File: src/rtl/mux_pkg.sv
// Shared definitions for the 4:1 selector: select type, channel codes, channel count.
package mux_pkg;

  typedef logic [1:0] sel_t;

  localparam sel_t SEL_CH0 = 2'd0;
  localparam sel_t SEL_CH1 = 2'd1;
  localparam sel_t SEL_CH2 = 2'd2;
  localparam sel_t SEL_CH3 = 2'd3;

  localparam int N_CH = 4;

endpackage : mux_pkg

File: src/rtl/mux4_to_1_core.sv
// Pure combinational 4:1 channel selector; channel k sits at d[k*WIDTH +: WIDTH].
module mux4_to_1_core
  import mux_pkg::*;
#(
  parameter int WIDTH = 1
) (
  input  logic [N_CH*WIDTH-1:0] d,
  input  sel_t                  sel,
  output logic [WIDTH-1:0]      y
);

  // The 'x default covers only an unknown select; every legal code has its own arm.
  always_comb begin
    y = 'x;
    case (sel)
      SEL_CH0: y = d[0*WIDTH +: WIDTH];
      SEL_CH1: y = d[1*WIDTH +: WIDTH];
      SEL_CH2: y = d[2*WIDTH +: WIDTH];
      SEL_CH3: y = d[3*WIDTH +: WIDTH];
    endcase
  end

endmodule : mux4_to_1_core

File: src/rtl/mux4_to_1.sv
// 4:1 selector with a combinational output y and a one-cycle registered copy y_q/sel_q/vld_q.
module mux4_to_1
  import mux_pkg::*;
#(
  parameter int               WIDTH   = 1,
  parameter logic [WIDTH-1:0] RST_VAL = '0
) (
  input  logic                  clk,
  input  logic                  rst_n,
  input  logic [N_CH*WIDTH-1:0] d,
  input  sel_t                  sel,
  input  logic                  en,
  output logic [WIDTH-1:0]      y,
  output logic [WIDTH-1:0]      y_q,
  output sel_t                  sel_q,
  output logic                  vld_q
);

  mux4_to_1_core #(
    .WIDTH (WIDTH)
  ) u_core (
    .d   (d),
    .sel (sel),
    .y   (y)
  );

  // en is a plain capture qualifier with no back-pressure: a capture happens on every
  // rising edge with rst_n=1 and en=1, and vld_q marks the cycle after each such capture.
  always_ff @(posedge clk) begin
    if (!rst_n) begin
      y_q   <= RST_VAL;
      sel_q <= SEL_CH0;
      vld_q <= 1'b0;
    end else if (en) begin
      y_q   <= y;
      sel_q <= sel;
      vld_q <= 1'b1;
    end else begin
      vld_q <= 1'b0;
    end
  end

endmodule : mux4_to_1

File: config.mk
export PLATFORM = sky130hd
export DESIGN_NAME = mux4_to_1
export DESIGN_NICKNAME = d
export VERILOG_FILES = /design/src/rtl/mux_pkg.sv /design/src/rtl/mux4_to_1_core.sv /design/src/rtl/mux4_to_1.sv
export SDC_FILE = /design/constraint.sdc
export NUM_CORES = 1
export LEC_CHECK = 0
export CORE_AREA = 2 2 39 41
export CTS_CLUSTER_SIZE = 40
export DETAILED_ROUTE_END_ITERATION = 7
export DIE_AREA = 0 0 41 43
export GPL_TIMING_DRIVEN = 0
export PLACE_DENSITY_LB_ADDON = 0.1
export SLEW_MARGIN = 10
export SYNTH_ARGS = -nofsm -noshare
export SYNTH_HDL_FRONTEND = slang
export SYNTH_SLANG_ARGS = --single-unit
File: constraint.sdc
create_clock -name clk -period 0.8 [get_ports clk]
set_input_delay 0.08 -clock clk [delete_from_list [all_inputs] [get_ports clk]]
set_output_delay 0.08 -clock clk [all_outputs]
set_load 0.01 [all_outputs]
==> results.toml, run 1 <==
[outcome]
status = "complete, but fails checks"
violations = "setup timing"

[sta]
rsz0062_at_grt = "yes"
hold_viol = 0
postLayoutSetupSlackWorst_ps = -29.3
clock-skew-final_ps = 0
slew_headroom_pct = 84.0
finalSetupViolations = 2
holdWs_ps = 140
min_period_ps = 829
fmax_ghz = 1.21
worstMarginPinSlew_ps = 240
period_share_pct = 104
maxSlewViolCount = 0

[floorplan]
chipHeight_um = 43
die_width_um = 41
start_util_pct = 12.8
core_mm2 = 0.00138
io_pins = 14
rows = 14
dieArea_mm2 = 0.00176

[setup_path]
max_stage_delay_ps = 180
cp_slowest_cell = "mux2i_4"
critPathRequiredTime_ps = 720
cp-startpoint = "sel[0]"
r2r_end = "y_q"
path_cells = "buf_8, mux2i_4, buf_6, mux2i_1, buf_2"
critPathKind = "in -> out"
rrSetupSlack_ps = 190
cp-start-kind = "input pin"
path_buf_inv = 3
worst-path-stages = 5
cp.arrival_ps = 750
r2r-start = "y_q"
crit_family = "buffers and inverters"
crit_end = "y"
worst-r2r-cell-count = 2
worstPathMaxFanout = 3
critPathCaptureType = "output pin"

[synthesis]
synth_area_um2 = 178
syn_inst = 16
synth_seq_cells = 4
yosys-mux-area-fraction_pct = 28.2
ys_seq_area_share_pct = 45.1
synth_nets = 25
synth-compound-area-share_pct = 4.93
synth_top_family_by_area = "multiplexers"
synth_warnings = 0
ys_types = 7
synth_fa_ha_area_share_pct = 0
synthXorXnorAreaFrac_pct = 0
syn_area_per_cell_um2 = 11.1
synth-simple-area-share_pct = 21.8

[detailed_routing]
route.met3.wl_um = 57
totalWireLength_um = 538
top_layer = "met3"
drc = 0
wl_per_cell_um = 9.78
wl_met1_um = 236
vias = 211
ant_nets = 0
first_pass_iters = 4
dr_wl_met2_um = 244
detail_route.vias_per_cell = 3.84
drtIter0Drc = 1

[cts]
cts_tree = "yes"
clockBufferDepth = 2
cts_made_buffers = 3
path_clk_slew_ps = 30
worstSkewPairLatency_ps = 230
cts_sinks = 4
ctsHtreeMaxLevel = 1
clock-root-buffer = "clkbuf_4"
cts_hold_buf = 0

[final_layout]
syn2layout_area_growth_pct = 121
n_antenna_cell = 0
nets = 50
layout-drive-gt1-share_pct = 56.4
fill_cells = 148

[hold_path]
min_path_type = "in -> reg"

[power_and_ir_drop]
leakagePower_nw = 0.188
powerDensity_mw_per_mm2 = 1570
power_uw = 615
ir_drop_mv = 0.615

[global_routing]
grt_usage_pct = 6.43
grt_pass1_wl_um = 683
grt_pass1_vias = 195
grt_max_degree = 7
gr-total-overflow = 0
antenna_found_initial = 0

[place]
routabilityCongestion = 0.604
numPortBuffers = 13
dp_hpwl_um = 396

[flow_run]
drv_cap = 0
==> where the power goes <==
part           internal (mW)  total (mW)  switching (mW)
clock                  0.167       0.239          0.0722
combinational         0.0974       0.156          0.0590
sequential             0.215       0.219         0.00473
==> repair_timing <==
item / 4_1_cts / 5_1_grt
hold endpoints to repair: 0 / 0
endpoints found under the setup margin: 8 / 4
pin swaps: 1 / 1
setup buffers: 9 / 0
gates resized for setup: 36 / 7
==> synth_stat cells <==
| cell type | count | area [um2] |
|---|---|---|
| mux2i_1 | 5 | 50.1 |
| dfxtp_1 | 4 | 80.1 |
| nand3b_1 | 2 | 15.0 |
| nor2b_1 | 2 | 12.5 |
| and2_1 | 1 | 6.26 |
| nand3_1 | 1 | 5.00 |
| o221ai_1 | 1 | 8.76 |
==> how the worst min path moves through the flow <==
stage               slack, ps     start  cells past startpoint       end
global placement          490       y_q                      2       y_q
finish                    140    sel[0]                      3  sel_q[0]
detailed placement        510  sel_q[1]                      2  sel_q[1]
floorplan                 200        en                      1     vld_q
global route              190    sel[0]                      3  sel_q[0]
CTS                       160    sel[0]                      3  sel_q[0]
==> cell families after synthesis <==
logic type | Yosys count
mux | 5
compound gates | 1
simple gates | 6
flops | 4
==> sequential cells by signal (all words and copies together) (netlist names) <==
name / count
sel_q: 2
y_q: 1
vld_q: 1
==> final cells by class <==
cell class / instances / area, um2 / area share [%]
multi-input combinational: 12 / 116 / 29.6
clock buffer: 3 / 22.5 / 5.73
tap: 16 / 20.0 / 5.10
sequential: 4 / 82.6 / 21.0
timing repair buffer: 20 / 151 / 38.5
==> stage by stage <==
stage          util (%)  setup TNS, ps  setup WS, ps  std cells  cell area (um2)
5_1_grt            28.4          -86.4         -78.7         55              393
4_1_cts            26.5          -42.9         -42.9         55              367
2_1_floorplan         -              0           180         16              178
6_report           28.4          -36.0         -29.3         55              393
3_3_place_gp       23.7          -2210          -751         45              328
3_5_place_dp       23.7          -2370          -807         45              328
==> routing by layer <==
| layer | global-route usage, % | vias to the layer above |
|---|---|---|
| met5 | 0 | - |
| met3 | 4.71 | 0 |
| met1 | 5.81 | 93 |
| met4 | 6.00 | 0 |
| met2 | 8.75 | 10 |
| li1 | - | 108 |
==> cell usage in the layout, fill, tap and decap left out <==
master / count
mux2i_4: 1
clkdlybuf4s50_1: 1
mux2i_1: 4
nand3_1: 1
dfxtp_2: 2
o221ai_2: 1
nor2b_1: 2
buf_6: 1
nand3b_1: 2
dfxtp_1: 2
dlygate4sd2_1: 4
buf_8: 1
buf_2: 7
and2_1: 1
clkbuf_4: 3
buf_4: 6
==> tightest hold or removal path: cells and delay by family <==
kind                   cells  cell delay, ps
AND/OR/NAND/NOR            1              90
buffers and inverters      1              90
multiplexers               1              70
(Power assumes the default switching activity.)
==> inputs of run 2 (changes only) <==
CELL_PAD_IN_SITES_DETAIL_PLACEMENT = 0   (was not set)
CELL_PAD_IN_SITES_GLOBAL_PLACEMENT = 2   (was not set)
==> results.toml, run 2 (synthesized netlist as in run 1, its figures left out) <==
[outcome]
status = "complete, no violations"

[sta]
min_period_ps = 763
slew_headroom_pct = 84.2
period_share_pct = 95.4
maxSlewViolCount = 0
hold_viol = 0
clock-skew-final_ps = 0
holdWs_ps = 167
fmax_ghz = 1.31
finalSetupViolations = 0
worstMarginPinSlew_ps = 238
setup_tns_ps = 0

[cts]
cts_tree = "yes"
clockBufferDepth = 2
worstSkewPairLatency_ps = 220
cts_hold_buf = 0
ctsHtreeMaxLevel = 1
cts_made_buffers = 3
path_clk_slew_ps = 30
clock-root-buffer = "clkbuf_4"
cts_sinks = 4

[floorplan]
die_width_um = 41
io_pins = 14
dieArea_mm2 = 0.00176
rows = 14
start_util_pct = 12.8
core_mm2 = 0.00138
chipHeight_um = 43

[global_routing]
grt_pass1_wl_um = 745
grt_usage_pct = 7.32
grt_pass1_vias = 189
antenna_found_initial = 0
grt_max_degree = 7
gr-total-overflow = 0

[setup_path]
critPathKind = "in -> out"
path_cells = "clkdlybuf4s15_1, mux2i_2, mux2i_1, buf_2"
max_stage_delay_ps = 190
cp_slowest_cell = "mux2i_2"
critPathRequiredTime_ps = 720
cp-start-kind = "input pin"
worstPathMaxFanout = 2
critPathCaptureType = "output pin"
cp.arrival_ps = 680

[power_and_ir_drop]
powerDensity_mw_per_mm2 = 1760
p_seq_share_pct = 38.9
p_sw_uw = 121
leakagePower_nw = 0.158
pwr-share-comb_pct = 19.3
p_clk_share_pct = 41.9
swShare_pct = 21.5
ir_drop_mv = 0.611
internal_power_uw = 441

[place]
dp_hpwl_um = 389
routabilityCongestion = 0.641
dpl_cell_area_um2 = 328
numPortBuffers = 13

[final_layout]
layout-drive-gt1-share_pct = 51.5
ff_latch_area_um2 = 81.3
nets = 44
largest_reg_flops = 2
top_regs = "sel_q: 2 flops, vld_q: 1 flops, y_q: 1 flops"
n_antenna_cell = 0
design_area_um2 = 320
syn2layout_area_growth_pct = 80.3
regMostFlops = "sel_q"
multi_input_comb_area_um2 = 105
fill_cells = 162
final_cell_mix = "buf_2, clkbuf_2, mux2i_1, clkbuf_4, dfxtp_1"
final_common_cell = "buf_2"

[detailed_routing]
vias = 188
wl_per_cell_um = 10.1
drc = 0
detail_route.vias_per_cell = 3.84
ant_nets = 0
first_pass_iters = 2
drtIter0Drc = 3
totalWireLength_um = 497

[flow_run]
drv_cap = 0

[hold_path]
min_path_type = "in -> reg"
-- run 2: cell types whose count changed in the layout (fill, tap and decap cells not counted), sizes merged --
cell,previous run,this run
clkdlybuf4s50,1,0
buf,15,7
dlygate4sd2,4,1
dlymetal6s2s,0,1
clkbuf,3,7
clkdlybuf4s15,0,1
-- run 2: final timing paths --
check / from / to / cells after the start / slack [ps]
worst max-delay path: d[0] / y / 4 / 40
worst min-delay path: sel[0] / sel_q[0] / 3 / 170
worst max register to register: y_q / y_q / 2 / 180
worst min register to register: y_q / y_q / 2 / 500
-- run 2: final cells by class --
class                   count  share of cell area, %
flip-flops and latches      4                   25.4
well taps                  16                   6.25
clock buffers               3                   7.03
multi-input cells          12                   32.8
repair buffers             14                   28.5
-- run 2: power groups by stage --
stage                     logic (mW)  clock network, mW  registers [mW]
final                          0.108              0.235           0.219
after global routing           0.119              0.280           0.220
after CTS                      0.110              0.254           0.218
after detailed placement       0.128                  0           0.222
after global placement         0.127                  0           0.221
after floorplan               0.0329                  0           0.228
-- run 2: critical path, delay by kind of cell --
family,cells,cell delay (ps)
buffers and inverters,2,320
multiplexers,2,290
-- run 2: what timing repair did --
item | CTS | global route
buffers inserted | 1 | 0
gates resized for setup | 35 | 9
endpoints found under the setup margin | 8 | 3
-- run 2: metal layers --
layer | vias to the layer above | part of all wire (%) | track usage [%]
met5 | - | 0 | 0
met4 | 0 | 1.2 | 4.00
met3 | 2 | 14 | 7.85
met2 | 11 | 41 | 9.38
met1 | 81 | 43 | 7.05
li1 | 94 | - | -
-- run 2: metrics by stage --
stage                     setup slack (ps)  total power [mW]  util (%)  instances
final                                 36.7             0.562      23.1         49
after global routing                 -1.17             0.619      23.1         49
after CTS                             5.28             0.582      23.8         49
after detailed placement              -792             0.350      23.7         45
after global placement                -762             0.349      23.7         45
after floorplan                        180             0.261         -         16
